==> src/rtl/main_dec_pkg.sv <==
// Shared opcode constants, match patterns and the control-word type for the
// LEGv8 main decoder.
package main_dec_pkg;

    localparam int OP_W    = 11;
    localparam int ALUOP_W = 2;

    localparam logic [OP_W-1:0] OP_LDUR = 11'b111_1100_0010;
    localparam logic [OP_W-1:0] OP_STUR = 11'b111_1100_0000;

    // CBZ ignores the low three bits; R-format covers ADD/SUB/AND/ORR.
    localparam logic [OP_W-1:0] OP_CBZ_MASK  = 11'b111_1111_1000;
    localparam logic [OP_W-1:0] OP_CBZ_VAL   = 11'b101_1010_0000;
    localparam logic [OP_W-1:0] OP_RFMT_MASK = 11'b100_1111_0111;
    localparam logic [OP_W-1:0] OP_RFMT_VAL  = 11'b100_0101_0000;

    localparam logic [ALUOP_W-1:0] ALUOP_MEM = 2'b00;
    localparam logic [ALUOP_W-1:0] ALUOP_BR  = 2'b01;
    localparam logic [ALUOP_W-1:0] ALUOP_R   = 2'b10;

    typedef struct packed {
        logic               reg2loc;
        logic               alusrc;
        logic               memtoreg;
        logic               regwrite;
        logic               memread;
        logic               memwrite;
        logic               branch;
        logic [ALUOP_W-1:0] aluop;
        logic               not_an_instr;
    } ctrl_t;

    localparam ctrl_t CTRL_ZERO = '0;

endpackage

==> src/rtl/main_dec_comb.sv <==
// Purely combinational opcode-to-control decode; first matching class wins,
// anything unmatched (including unknown opcode bits) falls to the default row.
module main_dec_comb
    import main_dec_pkg::*;
(
    input  logic [OP_W-1:0] op_i,
    output ctrl_t           ctrl_o
);

    always_comb begin
        ctrl_o              = CTRL_ZERO;
        ctrl_o.not_an_instr = 1'b1;
        // Equality tests evaluate false on unknown bits, steering them to default.
        if (op_i == OP_LDUR) begin
            ctrl_o.alusrc       = 1'b1;
            ctrl_o.memtoreg     = 1'b1;
            ctrl_o.regwrite     = 1'b1;
            ctrl_o.memread      = 1'b1;
            ctrl_o.aluop        = ALUOP_MEM;
            ctrl_o.not_an_instr = 1'b0;
        end else if (op_i == OP_STUR) begin
            ctrl_o.reg2loc      = 1'b1;
            ctrl_o.alusrc       = 1'b1;
            ctrl_o.memwrite     = 1'b1;
            ctrl_o.aluop        = ALUOP_MEM;
            ctrl_o.not_an_instr = 1'b0;
        end else if ((op_i & OP_CBZ_MASK) == OP_CBZ_VAL) begin
            ctrl_o.reg2loc      = 1'b1;
            ctrl_o.branch       = 1'b1;
            ctrl_o.aluop        = ALUOP_BR;
            ctrl_o.not_an_instr = 1'b0;
        end else if ((op_i & OP_RFMT_MASK) == OP_RFMT_VAL) begin
            ctrl_o.regwrite     = 1'b1;
            ctrl_o.aluop        = ALUOP_R;
            ctrl_o.not_an_instr = 1'b0;
        end
    end

endmodule

==> src/rtl/main_dec.sv <==
// LEGv8 main control decoder: one registered stage over main_dec_comb,
// cleared asynchronously by the active-low reset.
module main_dec
    import main_dec_pkg::*;
#(
    parameter int OP_W    = main_dec_pkg::OP_W,
    parameter int ALUOP_W = main_dec_pkg::ALUOP_W
) (
    input  logic               clk,
    input  logic               reset,
    input  logic [OP_W-1:0]    Op,
    output logic               Reg2Loc,
    output logic               ALUSrc,
    output logic               MemtoReg,
    output logic               RegWrite,
    output logic               MemRead,
    output logic               MemWrite,
    output logic               Branch,
    output logic [ALUOP_W-1:0] ALUOp,
    output logic               NotAnInstr
);

    ctrl_t ctrl_d;
    ctrl_t ctrl_q;

    main_dec_comb u_comb (
        .op_i   (Op),
        .ctrl_o (ctrl_d)
    );

    always_ff @(posedge clk or negedge reset) begin
        if (!reset) begin
            ctrl_q <= CTRL_ZERO;
        end else begin
            ctrl_q <= ctrl_d;
        end
    end

    assign Reg2Loc    = ctrl_q.reg2loc;
    assign ALUSrc     = ctrl_q.alusrc;
    assign MemtoReg   = ctrl_q.memtoreg;
    assign RegWrite   = ctrl_q.regwrite;
    assign MemRead    = ctrl_q.memread;
    assign MemWrite   = ctrl_q.memwrite;
    assign Branch     = ctrl_q.branch;
    assign ALUOp      = ctrl_q.aluop;
    assign NotAnInstr = ctrl_q.not_an_instr;

endmodule

==> config.mk <==
export PLATFORM = sky130hd
export DESIGN_NAME = main_dec
export DESIGN_NICKNAME = d
export VERILOG_FILES = /design/src/rtl/main_dec_pkg.sv /design/src/rtl/main_dec_comb.sv /design/src/rtl/main_dec.sv
export SDC_FILE = /design/constraint.sdc
export NUM_CORES = 1
export LEC_CHECK = 0
export ABC_AREA = 1
export BUFFER_PORTS_ARGS = -buffer_cell sky130_fd_sc_hd__buf_2
export CAP_MARGIN = 25
export CORE_AREA = 10 10 47 49
export DETAILED_ROUTE_END_ITERATION = 7
export DIE_AREA = 0 0 57 59
export PLACE_DENSITY = 0.7
export SLEW_MARGIN = 15
export SYNTH_ARGS = -nofsm -noshare
export SYNTH_HDL_FRONTEND = slang
export SYNTH_SLANG_ARGS = --single-unit
==> constraint.sdc <==
create_clock -name clk -period 0.8 [get_ports clk]
set_input_delay 0.12 -clock clk [delete_from_list [all_inputs] [get_ports clk]]
set_output_delay 0.12 -clock clk [all_outputs]
set_load 0.005 [all_outputs]
==> flow_summary.ini, run 1 <==
[global_route]
gr-total-overflow = 0
track_usage = 0.0466
grt_pass1_vias = 326
antenna_found_initial = 0
grt_max_degree = 9
grt_pass1_wl_um = 1260

[detailed_routing]
via_count = 307
drtPass1Iterations = 3
remaining_drc_errors = 0
post_drt_via_cell_ratio = 3.74
ant_nets = 0
top_layer = met3
wl_met3_um = 97
drt-total-wl_um = 759
dr.first_iter.drc_count = 3
wl_met1_um = 342
post_drt_wl_per_cell_um = 9.26
wl_met2_um = 320

[worst_setup_path]
path_buf_inv = 1
cp_max_fo = 2
slowest_delay_ps = 360
endpoint_kind = output port
critPathTopFamily = flip-flops
path_cells = buf_2
slowest_stage = dfrtp_1
cp.required_ps = 680
cp-start-kind = flop
path_class = reg -> out
cp.arrival_ps = 730

[timing]
finalSetupViolCount = 10
slew_headroom = 0.890
whs_ps = 170
hold_viol = 0
maxSlewViolCount = 0
period_needed_ps = 845
period_share = 1.06
tightest_slew_ps = 165
rsz0062_at_grt = true
worst_slack_ps = -45.4
max_clock_freq_ghz = 1.18

[floorplan]
start_util = 0.275
coreArea_um2 = 1400
die-area_um2 = 3360
die_h_um = 59
io_pins = 23
fp.dieW_um = 57
num_rows = 14

[clocking]
cts_sinks = 8
root_buffer = clkbuf_4
cts_tree = yes
ctsResizeCount = 0
cts_buffers = 3
cts.clk_slew.worst_paths_ps = 50
cts_buffer_depth = 2
htree_levels = 1

[placed_design]
portBuffers = 22
finalWeightedCongestion = 0.688
place_inst = 78
hpwlAfterDp_um = 719
post-place-ws_ps = -43.6

[synthesis]
ys_warn_count = 0
synthCells = 42
yosysUniqueCellTypes = 11
synthAdderAreaFrac = 0
synth-simple-area-share = 0.344
synth_xor_xnor_area_share = 0
synth_top_family_by_area = simple AND/OR/NAND/NOR gates
syn_nets = 55
synth.area.mux_share = 0
synth-compound-area-share = 0
syn-cell-area_um2 = 385
ys_ff_latch = 8
seq_area_frac_synth = 0.519
synth_area_per_cell_um2 = 9.18

[status]
failed_checks = negative setup slack
outcome = finished, violations left

[job]
maxCapViolations = 0

[power]
seq_power_share = 0.529
peakVddDrop_mv = 0.544
switchingPower_mw = 0.154
swShare = 0.201
pwr-share-clk = 0.361
combPwrFrac = 0.110
power_density_nw_per_um2 = 1440
leakage_nw = 0.350
intPower_mw = 0.615

[finish]
area_growth_pct = 38.3
layout.cells.non_filler = 82
layout-drive-gt1-share = 0.561
final_util = 0.380
n_antenna_cell = 0
final_nets = 81

[hold_path]
min_to = ALUOp[0]$_DFF_PN0_
min-delay-start = Op[9]
hp-class = in -> reg
min_path_cells = 4
## synthesized netlist by cell type, drive strengths merged
master,number,area (um^2)
buf,2,15.0
dfrtp,8,200
inv,10,37.5
nand2,9,43.8
nand3,4,35.0
nor2,9,53.8
## final cells by class
type                       count  area, um^2
fill                         153         868
sequential                     8         200
multi-input combinational     22         133
timing repair buffer          23         120
inverter                      10        37.5
clock buffer                   3        22.5
tap                           16        20.0
## placed cells by master (no fill, tap or decap), drive strengths merged
cell	Yosys	final
buf	2	22
clkbuf	0	3
dfrtp	8	8
dlygate4sd3	0	1
inv	10	10
nand2	9	9
nand3	4	4
nor2	9	9
## worst max-delay path by stage
stage	endpoint	start	slack, ps	cells past startpoint
after global routing	MemRead	MemRead$_DFF_PN0_	-100	1
after global placement	NotAnInstr$_DFF_PN0_	Op[4]	-20	7
after detailed placement	NotAnInstr$_DFF_PN0_	Op[4]	-40	7
after floorplan	NotAnInstr$_DFF_PN0_	Op[4]	120	6
final	Branch	ALUOp[0]$_DFF_PN0_	-50	1
after CTS	ALUOp[0]	ALUOp[0]$_DFF_PN0_	-50	1
## sequential cells by signal, summed over array words and instances (netlist names)
name,cells
MemWrite,1
RegWrite,1
ALUSrc,1
ALUOp,2
MemRead,1
NotAnInstr,1
Reg2Loc,1
## kinds of logic (layout without fill, tap and decap cells)
family / Yosys count / after routing
buffers and inverters: 12 / 36
AND/OR/NAND/NOR: 22 / 22
flip-flops: 8 / 8
## per-layer routing
metal  up-vias  track usage
li1        168            -
met1       121       0.0472
met2        18       0.0667
met3         0       0.0279
met4         0       0.0403
met5         -            0
## what timing repair did
action | in CTS | in global routing
hold endpoints to repair | 8 | 0
buffers inserted | 0 | 0
setup endpoints to repair | 10 | 10
hold buffers | 1 | 0
## per-stage QoR
step                power (mW)  cell area, um^2  setup TNS (ps)
finish                   0.769              533            -318
global route             0.828              533            -761
CTS                      0.781              533            -419
detailed placement       0.495              500           -43.6
global placement         0.494              500           -20.8
floorplan                0.450              385               0
## power by group through the flow
stage | Sequential, mW | Clock, mW | Combinational (mW)
6_report | 0.407 | 0.278 | 0.0842
5_1_grt | 0.406 | 0.327 | 0.0957
2_1_floorplan | 0.414 | 0 | 0.0360
4_1_cts | 0.407 | 0.288 | 0.0860
3_5_place_dp | 0.413 | 0 | 0.0819
3_3_place_gp | 0.413 | 0 | 0.0803
Note: power is estimated with default switching activity, not from simulation.
==> run 2, diff against run 1 <==
- GPL_TIMING_DRIVEN: not set -> 0
==> flow_summary.ini, run 2 (same netlist as run 1, synthesis figures left out) <==
[status]
outcome = finished, violations left
failed_checks = negative setup slack

[finish]
num-fill-cells = 166
area_growth_pct = 47.4
final_cell_mix = 20 x buf_2, 9 x inv_1, 8 x dfrtp_1, 5 x nand2_1, 5 x nor2_1
n_antenna_cell = 0
final_nets = 83
largest_register_ffs = 2
layout-drive-gt1-share = 0.574
mostFrequentLayoutCell = buf_2
stdcell_area_um2 = 568

[detailed_routing]
drtPass1Iterations = 2
via_count = 334
ant_nets = 0
dr.first_iter.drc_count = 2
drt-total-wl_um = 835
remaining_drc_errors = 0
post_drt_via_cell_ratio = 3.98
post_drt_wl_per_cell_um = 9.94

[worst_setup_path]
cp.required_ps = 680
cp.arrival_ps = 840
cp-start-kind = flop
endpoint_kind = output port
cp_max_fo = 2
path_class = reg -> out
startpoint = ALUOp[0]$_DFF_PN0_

[global_route]
track_usage = 0.0575
antenna_found_initial = 0
grt_pass1_wl_um = 1460
grt_pass1_vias = 361
gr-total-overflow = 0
grt_max_degree = 9

[timing]
rsz0062_at_grt = true
slew_headroom = 0.886
maxSlewViolCount = 0
max_clock_freq_ghz = 1.04
period_needed_ps = 963
whs_ps = 157
hold_viol = 0
period_share = 1.20
worst_slack_ps = -163
tightest_slew_ps = 170
finalSetupViolCount = 10

[power]
peakVddDrop_mv = 0.632
leakage_nw = 0.363
power_density_nw_per_um2 = 1380

[floorplan]
start_util = 0.275
die-area_um2 = 3360
io_pins = 23
fp.dieW_um = 57
num_rows = 14
die_h_um = 59
coreArea_um2 = 1400

[placed_design]
portBuffers = 22
place_area_um2 = 515
hpwlAfterDp_um = 757
finalWeightedCongestion = 0.663

[clocking]
root_buffer = clkbuf_4
htree_levels = 1
cts_buffers = 3
cts_buffer_depth = 2
cts_tree = yes
cts.clk_slew.worst_paths_ps = 50
cts_sinks = 8

[job]
maxCapViolations = 0

[hold_path]
hp-class = in -> reg
min-delay-start = Op[9]
==> run 2: cell count changes in the layout (fill, tap and decap cells not counted) <==
cell	previous run	this run
buf_6	0	4
buf_2	22	20
==> run 2: worst max-delay path, cell delays in order, from the launching register on <==
cell	delay, ps
dfrtp_1	380
buf_6	120
buf_6	100
==> run 2: area by class of cell <==
| type | count | area [um^2] | area share |
|---|---|---|---|
| Sequential cell | 8 | 200 | 0.352 |
| Clock buffer | 3 | 22.5 | 0.0396 |
| Tap cell | 16 | 20.0 | 0.0352 |
| Multi-Input combinational cell | 22 | 133 | 0.233 |
| Timing Repair Buffer | 23 | 133 | 0.233 |
| Inverter | 10 | 37.5 | 0.0661 |
| Buffer | 2 | 22.5 | 0.0396 |
==> run 2: where the power goes <==
part	switching, mW	internal, mW	total (mW)
registers	0.000299	0.407	0.407
logic	0.0463	0.0385	0.0848
clock network	0.120	0.170	0.290
==> run 2: final timing paths <==
path	slack (ps)	depth (start not counted)	to
setup / recovery	-160	2	ALUOp[0]
min in group asynchronous	240	2	Reg2Loc$_DFF_PN0_
hold / removal	160	4	ALUOp[0]$_DFF_PN0_
max in group asynchronous	400	2	ALUSrc$_DFF_PN0_
==> run 2: per-layer routing <==
| layer | share of wire | track usage | vias up |
|---|---|---|---|
| met1 | 0.40 | 0.0535 | 136 |
| li1 | - | - | 172 |
| met5 | 0 | 0 | - |
| met2 | 0.43 | 0.0775 | 22 |
| met4 | 0.037 | 0.0705 | 0 |
| met3 | 0.13 | 0.0365 | 4 |
==> run 2: repair_timing <==
item,in CTS,in global routing
cloned,0,0
setup buffers,0,0
hold buffers,1,0
resized for setup,4,0
endpoints found under the setup margin,10,10
endpoints found under the hold margin,8,0
==> run 2: stage by stage <==
step / worst slack [ps] / TNS, ps / std cells / util / power (mW)
6_report: -163 / -665 / 84 / 0.405 / 0.782
5_1_grt: -200 / -1030 / 84 / 0.405 / 0.830
4_1_cts: -176 / -819 / 84 / 0.405 / 0.800
3_5_place_dp: -50.5 / -50.5 / 80 / 0.368 / 0.496
3_3_place_gp: -26.4 / -26.4 / 80 / 0.368 / 0.493
2_1_floorplan: 117 / 0 / 42 / - / 0.450
==> run 3, diff against run 2 <==
- PLACE_DENSITY: 0.7 -> 0.59
==> flow_summary.ini, run 3 (same netlist as run 1, synthesis figures left out) <==
[detailed_routing]
dr.first_iter.drc_count = 3
post_drt_via_cell_ratio = 3.88
drtPass1Iterations = 4
remaining_drc_errors = 0
post_drt_wl_per_cell_um = 9.45
ant_nets = 0
drt-total-wl_um = 794
via_count = 326

[finish]
layout-drive-gt1-share = 0.574
final_cell_mix = 20 x buf_2, 9 x inv_1, 8 x dfrtp_1, 5 x nand2_1, 5 x nor2_1
layout.cells.non_filler = 84
num-fill-cells = 164
stdcell_area_um2 = 568
final_nets = 83
area_growth_pct = 47.4
n_antenna_cell = 0
mostFrequentLayoutCell = buf_2
largest_register_ffs = 2

[power]
switchingPower_mw = 0.167
power_density_nw_per_um2 = 1380
peakVddDrop_mv = 0.401
seq_power_share = 0.520
swShare = 0.214
p_total_mw = 0.783
combPwrFrac = 0.107
leakage_nw = 0.363
intPower_mw = 0.616
pwr-share-clk = 0.373

[placed_design]
finalWeightedCongestion = 0.641
place_inst = 80
place_area_um2 = 515
portBuffers = 22
hpwlAfterDp_um = 724

[timing]
period_share = 1.20
finalSetupViolCount = 10
worst_slack_ps = -159
max_clock_freq_ghz = 1.04
tightest_slew_ps = 165
period_needed_ps = 959
maxSlewViolCount = 0
slew_headroom = 0.890
rsz0062_at_grt = true
tns_ps = -708
hold_viol = 0

[clocking]
cts_tree = yes
cts_buffer_depth = 2
cts_sinks = 8
cts.clk_slew.worst_paths_ps = 50
root_buffer = clkbuf_4
htree_levels = 1
cts_buffers = 3

[worst_setup_path]
cp.required_ps = 680
cp.depth = 2
endpoint_kind = output port
cpMostUsedCell = buf_6
path_buf_inv = 2
cp_max_fo = 2
path_class = reg -> out
path_cells = buf_6 -> buf_6
cp.arrival_ps = 840
cp-start-kind = flop
slowest_delay_ps = 380
slowest_stage = dfrtp_1
critPathTopFamily = flip-flops

[global_route]
antenna_found_initial = 0
grt_max_degree = 9
track_usage = 0.0497
grt_pass1_wl_um = 1300
grt_pass1_vias = 333
gr-total-overflow = 0

[status]
failed_checks = negative setup slack
outcome = finished, violations left

[hold_path]
min_to = ALUOp[0]$_DFF_PN0_
min_path_cells = 4
min-delay-start = Op[9]
hp-class = in -> reg

[job]
maxCapViolations = 0

[floorplan]
die-area_um2 = 3360
start_util = 0.275
num_rows = 14
die_h_um = 59
fp.dieW_um = 57
io_pins = 23
coreArea_um2 = 1400
==> run 3: worst max-delay path by stage <==
stage	start	endpoint
global placement	Op[4]	NotAnInstr$_DFF_PN0_
global route	ALUOp[0]$_DFF_PN0_	ALUOp[0]
floorplan	Op[4]	NotAnInstr$_DFF_PN0_
detailed placement	Op[4]	NotAnInstr$_DFF_PN0_
CTS	MemRead$_DFF_PN0_	MemtoReg
finish	MemRead$_DFF_PN0_	MemtoReg
==> run 3: area by class of cell <==
type | instances | area [um^2] | area share
multi-input combinational | 22 | 133 | 0.233
buffer | 2 | 22.5 | 0.0396
sequential | 8 | 200 | 0.352
tap | 16 | 20.0 | 0.0352
clock buffer | 3 | 22.5 | 0.0396
inverter | 10 | 37.5 | 0.0661
timing repair buffer | 23 | 133 | 0.233
==> run 3: stage by stage <==
| stage | setup slack (ps) | util | hold slack [ps] |
|---|---|---|---|
| after floorplan | 117 | - | -176 |
| after global placement | -32.1 | 0.368 | -37.4 |
| after detailed placement | -42.3 | 0.368 | -36.0 |
| after CTS | -175 | 0.405 | 153 |
| after global routing | -200 | 0.405 | 180 |
| final | -159 | 0.405 | 160 |
==> run 3: timing repair <==
action | 4_1_cts | 5_1_grt
hold endpoints to repair | 8 | 0
gates cloned | 0 | 0
setup endpoints to repair | 10 | 10
gates resized for setup | 4 | 0
setup buffers | 0 | 0
hold buffers | 1 | 0
pin swaps | 0 | 0
==> run 3: power groups by stage <==
stage | sequential [mW] | clock, mW | combinational [mW]
CTS | 0.407 | 0.311 | 0.0859
finish | 0.407 | 0.292 | 0.0838
detailed placement | 0.413 | 0 | 0.0817
floorplan | 0.414 | 0 | 0.0360
global route | 0.406 | 0.318 | 0.0947
global placement | 0.413 | 0 | 0.0804
==> run 3: metal layers <==
layer | share of wire | global-route usage
met1 | 0.44 | 0.0512
met2 | 0.42 | 0.0636
met4 | 0.020 | 0.0604
met3 | 0.11 | 0.0279
met5 | 0 | 0
